### config.mk
export PLATFORM = sky130hd
export DESIGN_NAME = gtp_wr_sched_flat
export DESIGN_NICKNAME = d
export VERILOG_FILES = /design/src/rtl/gtp_wr_pkg.sv /design/src/rtl/gtp_wr_sched_if.sv /design/src/rtl/gtp_wr_sched_rr_arb4.sv /design/src/rtl/gtp_wr_sched.sv /design/src/flat_wrapper.sv
export SDC_FILE = /design/constraint.sdc
export NUM_CORES = 1
export LEC_CHECK = 0
export BUFFER_PORTS_ARGS = -buffer_cell sky130_fd_sc_hd__buf_2
export CELL_PAD_IN_SITES_DETAIL_PLACEMENT = 1
export CELL_PAD_IN_SITES_GLOBAL_PLACEMENT = 1
export CORE_MARGIN = 1.5
export CORE_UTILIZATION = 36
export DETAILED_ROUTE_END_ITERATION = 8
export PLACE_DENSITY_LB_ADDON = 0.1
export SYNTH_ARGS = -nofsm -noshare
export SYNTH_HDL_FRONTEND = slang
export SYNTH_HIERARCHICAL = 1
export SYNTH_SLANG_ARGS = --single-unit
### constraint.sdc
create_clock -name wb_clk -period 4.34 [get_ports wb_clk]
set_clock_uncertainty 0.2 [all_clocks]
set_input_delay 0.434 -clock wb_clk [delete_from_list [all_inputs] [get_ports wb_clk]]
set_output_delay 0.434 -clock wb_clk [all_outputs]
set_load 0.05 [all_outputs]
### src/rtl/gtp_wr_pkg.sv
// Shared definitions for the MCB port 2 GTP write scheduler:
// FSM encoding, MCB command opcode and status word layout.
package gtp_wr_pkg;

  typedef enum logic [2:0] {
    ST_IDLE = 3'd0,
    ST_XFER = 3'd1,
    ST_CMD  = 3'd2
  } state_t;

  localparam logic [2:0] MCB_CMD_WR_AP = 3'b010;

  localparam int STAT_STATE_LSB  = 0;
  localparam int STAT_RING_FULL  = 3;
  localparam int STAT_LAST_LSB   = 4;
  localparam int STAT_BLKCNT_LSB = 16;

endpackage

### src/rtl/gtp_wr_sched_if.sv
// MCB port 2 write-data and command bus, seen from the scheduler (master)
// and from the memory controller (slave).
interface gtp_wr_sched_if;

  logic        p2_wr_en;
  logic [31:0] p2_wr_data;
  logic [3:0]  p2_wr_mask;
  logic        p2_wr_full;
  logic        p2_cmd_en;
  logic [2:0]  p2_cmd_instr;
  logic [5:0]  p2_cmd_bl;
  logic [29:0] p2_cmd_byte_addr;
  logic        p2_cmd_full;

  modport master (
    output p2_wr_en, p2_wr_data, p2_wr_mask,
    output p2_cmd_en, p2_cmd_instr, p2_cmd_bl, p2_cmd_byte_addr,
    input  p2_wr_full, p2_cmd_full
  );

  modport slave (
    input  p2_wr_en, p2_wr_data, p2_wr_mask,
    input  p2_cmd_en, p2_cmd_instr, p2_cmd_bl, p2_cmd_byte_addr,
    output p2_wr_full, p2_cmd_full
  );

endinterface

### src/rtl/gtp_wr_sched_rr_arb4.sv
// Four-way round-robin arbiter: grants the first requester after 'last'.
// Purely combinational; the caller registers the grant.
module rr_arb4 (
  input  logic [3:0] req,
  input  logic [1:0] last,
  output logic       gnt_vld,
  output logic [1:0] gnt
);

  logic [1:0] idx;

  always_comb begin
    gnt_vld = 1'b0;
    gnt     = last;
    idx     = last;
    for (int i = 1; i <= 4; i++) begin
      idx = last + i[1:0];
      if (!gnt_vld && req[idx]) begin
        gnt_vld = 1'b1;
        gnt     = idx;
      end
    end
  end

endmodule

### src/rtl/gtp_wr_sched.sv
// Drains four channel FIFOs into MCB port 2 in fixed blocks over a circular SDRAM region.
// Optional partial-block flush on idle timeout when GTP_WR_FLUSH_EN is defined.
module gtp_wr_sched #(
  parameter int          BLOCK_LEN  = 16,
  parameter logic [28:0] RING_BASE  = 29'h0000000,
  parameter logic [28:0] RING_BYTES = 29'h1000000
`ifdef GTP_WR_FLUSH_EN
  ,
  parameter int          FLUSH_CYCLES = 1024
`endif
) (
  input  logic           wb_clk,
  input  logic           wb_rst,
  input  logic           enable,
  input  logic [127:0]   ch_dat,
  input  logic [3:0]     ch_empty,
  input  logic [3:0]     ch_rdy,
  output logic [3:0]     ch_rd,
  input  logic [28:0]    rd_ptr,
  output logic [28:0]    wr_ptr,
  output logic [31:0]    status,
  gtp_wr_sched_if.master p2
);

  import gtp_wr_pkg::*;

  localparam logic [6:0]  BLK_WORDS = 7'(BLOCK_LEN);
  localparam logic [29:0] BLK_BYTES = 30'(4 * BLOCK_LEN);
  localparam logic [29:0] RING_END  = {1'b0, RING_BASE} + {1'b0, RING_BYTES};

  state_t      state, state_nxt;
  logic [1:0]  sel, last;
  logic [6:0]  wcnt, wcnt_m1;
  logic [15:0] blk_cnt;
  logic [3:0]  req;
  logic        gnt_vld;
  logic [1:0]  gnt;
  logic        grant, pop, cmd_fire, ring_full;
  logic [29:0] ring_dist, ptr_adv;

  rr_arb4 u_arb (.req(req), .last(last), .gnt_vld(gnt_vld), .gnt(gnt));

`ifdef GTP_WR_FLUSH_EN
  localparam int IDLE_W = $clog2(FLUSH_CYCLES + 1);
  logic [IDLE_W-1:0] idle_cnt [4];
  logic [3:0]        flush_rdy;

  // A channel stuck below a full block ages until it may be flushed.
  always_ff @(posedge wb_clk) begin
    for (int i = 0; i < 4; i++) begin
      if (wb_rst || ch_empty[i] || (grant && gnt == 2'(i)))
        idle_cnt[i] <= '0;
      else if (!ch_rdy[i] && idle_cnt[i] != IDLE_W'(FLUSH_CYCLES))
        idle_cnt[i] <= idle_cnt[i] + 1'b1;
    end
  end

  always_comb begin
    for (int i = 0; i < 4; i++) flush_rdy[i] = (idle_cnt[i] == IDLE_W'(FLUSH_CYCLES));
  end

  assign req = ch_rdy | flush_rdy;
`else
  assign req = ch_rdy;
`endif

  // Distance the producer may still advance before touching the consumer's block.
  always_comb begin
    if (rd_ptr >= wr_ptr) ring_dist = {1'b0, rd_ptr} - {1'b0, wr_ptr};
    else                  ring_dist = {1'b0, rd_ptr} + {1'b0, RING_BYTES} - {1'b0, wr_ptr};
  end

  assign ring_full = (ring_dist != '0) && (ring_dist <= BLK_BYTES);
  assign ptr_adv   = {1'b0, wr_ptr} + BLK_BYTES;
  assign wcnt_m1   = wcnt - 7'd1;

  always_comb begin
    state_nxt = state;
    grant     = 1'b0;
    pop       = 1'b0;
    cmd_fire  = 1'b0;
    case (state)
      ST_IDLE: begin
        if (enable && !ring_full && gnt_vld) begin
          grant     = 1'b1;
          state_nxt = ST_XFER;
        end
      end
      ST_XFER: begin
        pop = (wcnt < BLK_WORDS) && !ch_empty[sel] && !p2.p2_wr_full;
        if (pop && (wcnt + 7'd1 == BLK_WORDS))
          state_nxt = ST_CMD;
`ifdef GTP_WR_FLUSH_EN
        else if (ch_empty[sel] && wcnt != 7'd0)
          state_nxt = ST_CMD;
`endif
      end
      ST_CMD: begin
        if (!p2.p2_cmd_full) begin
          cmd_fire  = 1'b1;
          state_nxt = ST_IDLE;
        end
      end
      default: state_nxt = ST_IDLE;
    endcase
    if (wb_rst) begin
      grant    = 1'b0;
      pop      = 1'b0;
      cmd_fire = 1'b0;
    end
  end

  always_ff @(posedge wb_clk) begin
    if (wb_rst) begin
      state   <= ST_IDLE;
      sel     <= 2'd0;
      last    <= 2'd3;
      wcnt    <= 7'd0;
      wr_ptr  <= RING_BASE;
      blk_cnt <= 16'd0;
    end else begin
      state <= state_nxt;
      if (grant) begin
        sel  <= gnt;
        wcnt <= 7'd0;
      end else if (pop) begin
        wcnt <= wcnt + 7'd1;
      end
      if (cmd_fire) begin
        wr_ptr  <= (ptr_adv == RING_END) ? RING_BASE : ptr_adv[28:0];
        blk_cnt <= blk_cnt + 16'd1;
        last    <= sel;
      end
    end
  end

  assign ch_rd                  = pop ? (4'b0001 << sel) : 4'b0000;
  assign p2.p2_wr_en            = pop;
  assign p2.p2_wr_data          = ch_dat[{sel, 5'b00000} +: 32];
  assign p2.p2_wr_mask          = 4'b0000;
  assign p2.p2_cmd_en           = cmd_fire;
  assign p2.p2_cmd_instr        = MCB_CMD_WR_AP;
  assign p2.p2_cmd_bl           = wcnt_m1[5:0];
  assign p2.p2_cmd_byte_addr    = {1'b0, wr_ptr};

  always_comb begin
    status = 32'd0;
    if (!wb_rst) begin
      status[STAT_STATE_LSB +: 3]   = state;
      status[STAT_RING_FULL]        = ring_full;
      status[STAT_LAST_LSB +: 2]    = last;
      status[STAT_BLKCNT_LSB +: 16] = blk_cnt;
    end
  end

endmodule

### src/flat_wrapper.sv
// flat-port wrapper written by rule: the top's interface ports become plain ports
module gtp_wr_sched_flat import gtp_wr_pkg::*;
#(
  parameter int          BLOCK_LEN  = 16,
  parameter logic [28:0] RING_BASE  = 29'h0000000,
  parameter logic [28:0] RING_BYTES = 29'h1000000

)
  (wb_clk, wb_rst, enable, ch_dat, ch_empty, ch_rdy, ch_rd, rd_ptr, wr_ptr, status, p2_p2_wr_en, p2_p2_wr_data, p2_p2_wr_mask, p2_p2_cmd_en, p2_p2_cmd_instr, p2_p2_cmd_bl, p2_p2_cmd_byte_addr, p2_p2_wr_full, p2_p2_cmd_full);
  gtp_wr_sched_if p2_i ();
  input  logic wb_clk;
  input  logic wb_rst;
  input  logic enable;
  input  logic [127:0] ch_dat;
  input  logic [3:0] ch_empty;
  input  logic [3:0] ch_rdy;
  output logic [3:0] ch_rd;
  input  logic [28:0] rd_ptr;
  output logic [28:0] wr_ptr;
  output logic [31:0] status;
  output wire logic [$bits(p2_i.p2_wr_en)-1:0] p2_p2_wr_en;
  output wire logic [$bits(p2_i.p2_wr_data)-1:0] p2_p2_wr_data;
  output wire logic [$bits(p2_i.p2_wr_mask)-1:0] p2_p2_wr_mask;
  output wire logic [$bits(p2_i.p2_cmd_en)-1:0] p2_p2_cmd_en;
  output wire logic [$bits(p2_i.p2_cmd_instr)-1:0] p2_p2_cmd_instr;
  output wire logic [$bits(p2_i.p2_cmd_bl)-1:0] p2_p2_cmd_bl;
  output wire logic [$bits(p2_i.p2_cmd_byte_addr)-1:0] p2_p2_cmd_byte_addr;
  input wire logic [$bits(p2_i.p2_wr_full)-1:0] p2_p2_wr_full;
  input wire logic [$bits(p2_i.p2_cmd_full)-1:0] p2_p2_cmd_full;
  assign p2_p2_wr_en = p2_i.p2_wr_en;
  assign p2_p2_wr_data = p2_i.p2_wr_data;
  assign p2_p2_wr_mask = p2_i.p2_wr_mask;
  assign p2_p2_cmd_en = p2_i.p2_cmd_en;
  assign p2_p2_cmd_instr = p2_i.p2_cmd_instr;
  assign p2_p2_cmd_bl = p2_i.p2_cmd_bl;
  assign p2_p2_cmd_byte_addr = p2_i.p2_cmd_byte_addr;
  assign p2_i.p2_wr_full = p2_p2_wr_full;
  assign p2_i.p2_cmd_full = p2_p2_cmd_full;
  gtp_wr_sched #(.BLOCK_LEN(BLOCK_LEN), .RING_BASE(RING_BASE), .RING_BYTES(RING_BYTES)) u_core (.wb_clk(wb_clk), .wb_rst(wb_rst), .enable(enable), .ch_dat(ch_dat), .ch_empty(ch_empty), .ch_rdy(ch_rdy), .ch_rd(ch_rd), .rd_ptr(rd_ptr), .wr_ptr(wr_ptr), .status(status), .p2(p2_i));
endmodule
==> results_dict.tcl <==
set metrics [dict create \
    fin_ws_ns -0.05051 \
    violations "setup timing" \
    routedWlPerCell_microns 21.84 \
    ys_async_sr_fraction_pct 0 \
    path_max_fanout 4 \
    tns_ns -0.05051 \
    yosysSeqAreaShare_pct 12.32 \
    avgSynthCellArea_sq_um 7.582 \
    switching_share_pct 45.46 \
    vias 10060 \
    drtAntennaViolNets 0 \
    drc 0 \
    cts_max_level 2 \
    startpoint "u_core/wr_ptr[9]" \
    grt_pass1_vias 9959 \
    syn_area_sq_um 8447 \
    critPathMaxStageDelay_ns 0.57 \
    clk_pin_slew_ns 0.08 \
    cts_hold_buf 0 \
    grt_use_total_pct 30.85 \
    hp-class "in2reg" \
    portBuffers 280 \
    ys_ff_latch 52 \
    rsz0062_at_grt "true" \
    ys.flop_type "dfxtp_1" \
    status "finished, violations left" \
    worst_slew_pin_slew_ns 0.7864 \
    area_delta_synth_final_pct 41.24 \
    clockRootBuffer "clkbuf_16" \
    switching_power_mw 1.017 \
    maxSlewHeadroom_pct 47.57 \
    p_per_area_nw_per_um2 187.5 \
    regToRegSetupSlack_ns 0.23 \
    die-area_sq_um 24390 \
    cts_tree "yes" \
    antenna_found_initial 10 \
    clock_path_buffers 2 \
    synth-edff-count 0 \
    fmax_ghz 0.2278 \
    ys_types 78 \
    row_count 55 \
    required_ns 3.71 \
    crit_top_cell "buf_4" \
    combPwrFrac_pct 59.0 \
    numCtsBuffers 5 \
    finalHoldViolations 0 \
    nNetsFinal 1767 \
    total_power_mw 2.237 \
    setup-violations-final 1 \
    synth_warnings 6 \
    grt-ovfl-total 0 \
    initial_core_util_pct 36.97 \
    finalCritPeriodShare_pct 101.2 \
    die_height_microns 156.2 \
    finalWirelength_microns 39990 \
    p_int_mw 1.220 \
    place_hpwl_microns 32530 \
    io_pins 312 \
    max_cap_violations 0 \
    gp_congestion 0.9511 \
    r2r-start "u_core/wr_ptr[9]" \
    p_leak_nw 5.282 \
    crit_chain "inv_1 -> ha_2 -> inv_2 -> fa_2 -> inv_2 -> a21oi_2 -> buf_4 -> o31ai_2 -> nor2_2 -> buf_4 -> a211o_1 -> nand2_1 -> nand3_1 -> nor4_2 -> buf_4 -> o221ai_4 -> nor2_4 -> buf_8" \
    setup.worst_path.start_class "flip-flop" \
    fin_area_sq_um 11930 \
    path_class "reg2out" \
    rr_worst_depth 20 \
    drv_slew 0 \
    synth_cells 1114 \
    crit_slowest_cell "fa_2" \
    min_path_cells 3 \
    end_kind "output port" \
    hp-start "p2_p2_cmd_full" \
    hold_end "u_core/state[1]" \
    core_sq_um 22850 \
    worstPathArrival_ns 3.76 \
    grt_pass1_wl_microns 57490 \
    ir_worst_vdd_v 0.0001655 \
    drt_iter0_drc 567 \
    post_dp_cell_area_sq_um 10860 \
    vias_per_cell 5.496 \
    place_inst 1777 \
    insertion_delay_ns 0.30 \
    p_seq_share_pct 21.9 \
    fp.dieW_microns 156.2 \
    r2r-end "u_core/wcnt[3]" \
    post-place-ws_ns -0.4084 \
    cts.sinks 52 \
    drive_gt1_share_pct 43.27 \
    fin_cells 1831 \
    first_pass_iters 5 \
    grt_max_degree 74 \
    layout_min_cycle_time_ns 4.391 \
    clkPwrFrac_pct 19.1 \
]
==> power groups by stage <==
stage | logic (mW) | registers [mW] | clock network, mW
4_1_cts | 1.22 | 0.490 | 0.435
3_5_place_dp | 1.15 | 0.501 | 0
6_report | 1.32 | 0.489 | 0.427
3_3_place_gp | 1.13 | 0.501 | 0
2_1_floorplan | 0.740 | 0.501 | 0
5_1_grt | 1.39 | 0.490 | 0.460
==> cells in the mapped netlist (11+ instances only) <==
cell | n | share of area (%)
nand2_1 | 103 | 4.6
inv_1 | 98 | 4.4
nor2_1 | 97 | 4.3
ha_1 | 66 | 9.8
a21oi_1 | 65 | 3.9
o21ai_0 | 59 | 3.5
buf_4 | 54 | 4.8
dfxtp_1 | 52 | 12
nor2b_1 | 36 | 2.7
clkbuf_1 | 34 | 1.5
xnor2_1 | 34 | 3.5
mux4_2 | 33 | 8.8
nor3_1 | 31 | 1.8
nor4_1 | 29 | 2.1
fa_1 | 23 | 5.5
nand4_1 | 23 | 1.7
nand3_1 | 20 | 1.2
nand2b_1 | 18 | 1.3
xor2_1 | 15 | 1.6
o31ai_1 | 14 | 1.2
or3_1 | 13 | 0.96
nand3b_1 | 12 | 1.1
a31oi_1 | 11 | 0.81
==> routing by layer <==
| metal | vias to the layer above | global-route usage [%] | part of all wire [%] |
|---|---|---|---|
| li1 | 4687 | - | - |
| met1 | 4896 | 36.16 | 39 |
| met2 | 404 | 54.75 | 50 |
| met3 | 77 | 3.889 | 6.0 |
| met4 | 0 | 16.28 | 5.2 |
| met5 | - | 0 | 0 |
==> cell families (layout without fill, tap and decap cells) <==
group / Yosys count / count (layout) / synth area share [%]
muxes: 44 / 44 / 10.13
adders and majority gates: 89 / 89 / 15.23
DFF: 52 / 52 / 12.32
and+or+nand+nor: 427 / 427 / 26.09
other: 2 / 42 / 0.08891
AOI/OAI and AO/OA: 248 / 248 / 19.39
xor gates and xnor gates: 49 / 49 / 5.081
buffers and inverters: 203 / 567 / 11.67
==> cells in the final DEF (no fill, tap or decap), types with 13 or more instances in the layout <==
| cell | count |
|---|---|
| a21oi_1 | 55 |
| buf_2 | 279 |
| buf_4 | 167 |
| conb_1 | 33 |
| dfxtp_1 | 41 |
| fa_2 | 18 |
| ha_1 | 55 |
| inv_1 | 80 |
| inv_2 | 16 |
| mux4_2 | 33 |
| nand2_1 | 101 |
| nand2b_1 | 17 |
| nand3_1 | 20 |
| nand4_1 | 23 |
| nor2_1 | 87 |
| nor2b_1 | 31 |
| nor3_1 | 28 |
| nor4_1 | 17 |
| o21ai_0 | 49 |
| or3_1 | 13 |
| xnor2_1 | 34 |
| xor2_1 | 15 |
==> worst max-delay path by stage <==
stage	end	slack [ns]	depth (start not counted)
floorplan	status[3]	-0.15	14
global placement	status[3]	-0.19	16
detailed placement	status[3]	-0.41	16
CTS	status[3]	0.004	16
global route	status[3]	-0.21	17
finish	status[3]	-0.05	18
==> flip-flops by register name, summed over array words and instances, names as in the netlist <==
register,flops
u_core/wr_ptr,23
u_core/blk_cnt,16
u_core/wcnt,7
u_core/last,2
u_core/sel,2
u_core/state,2
==> layout make-up <==
type,instances,area (sq um)
antenna,9,22.52
clock buffer,5,125.1
clock inverter,3,25.02
fill,2946,10920
inverter,98,372.9
multi-input combinational,890,7096
sequential,52,1057
tap,313,391.6
timing repair buffer,461,2840
==> critical path, delay by kind of cell (launching register included) <==
kind | cells | cell delay, ns
AO/OA/AOI/OAI | 4 | 0.72
adder cells (fa/ha/maj) | 2 | 0.77
buffers and inverters | 7 | 0.86
flip-flops | 1 | 0.33
AND/OR/NAND/NOR | 5 | 0.75
==> repair_timing <==
| action | CTS | global route |
|---|---|---|
| pin swaps | 32 | 35 |
| buffers inserted | 21 | 16 |
| resized for setup | 88 | 82 |
| setup endpoints to repair | 11 | 3 |
==> through the flow <==
step                      util (%)  hold WS (ns)
after global routing         52.22        0.3004
after CTS                    50.14        0.2724
after floorplan                  -        0.2302
final                        52.22        0.2778
after detailed placement     47.52        0.2704
after global placement       47.52        0.2505
Note: power is estimated with default switching activity, not from simulation.
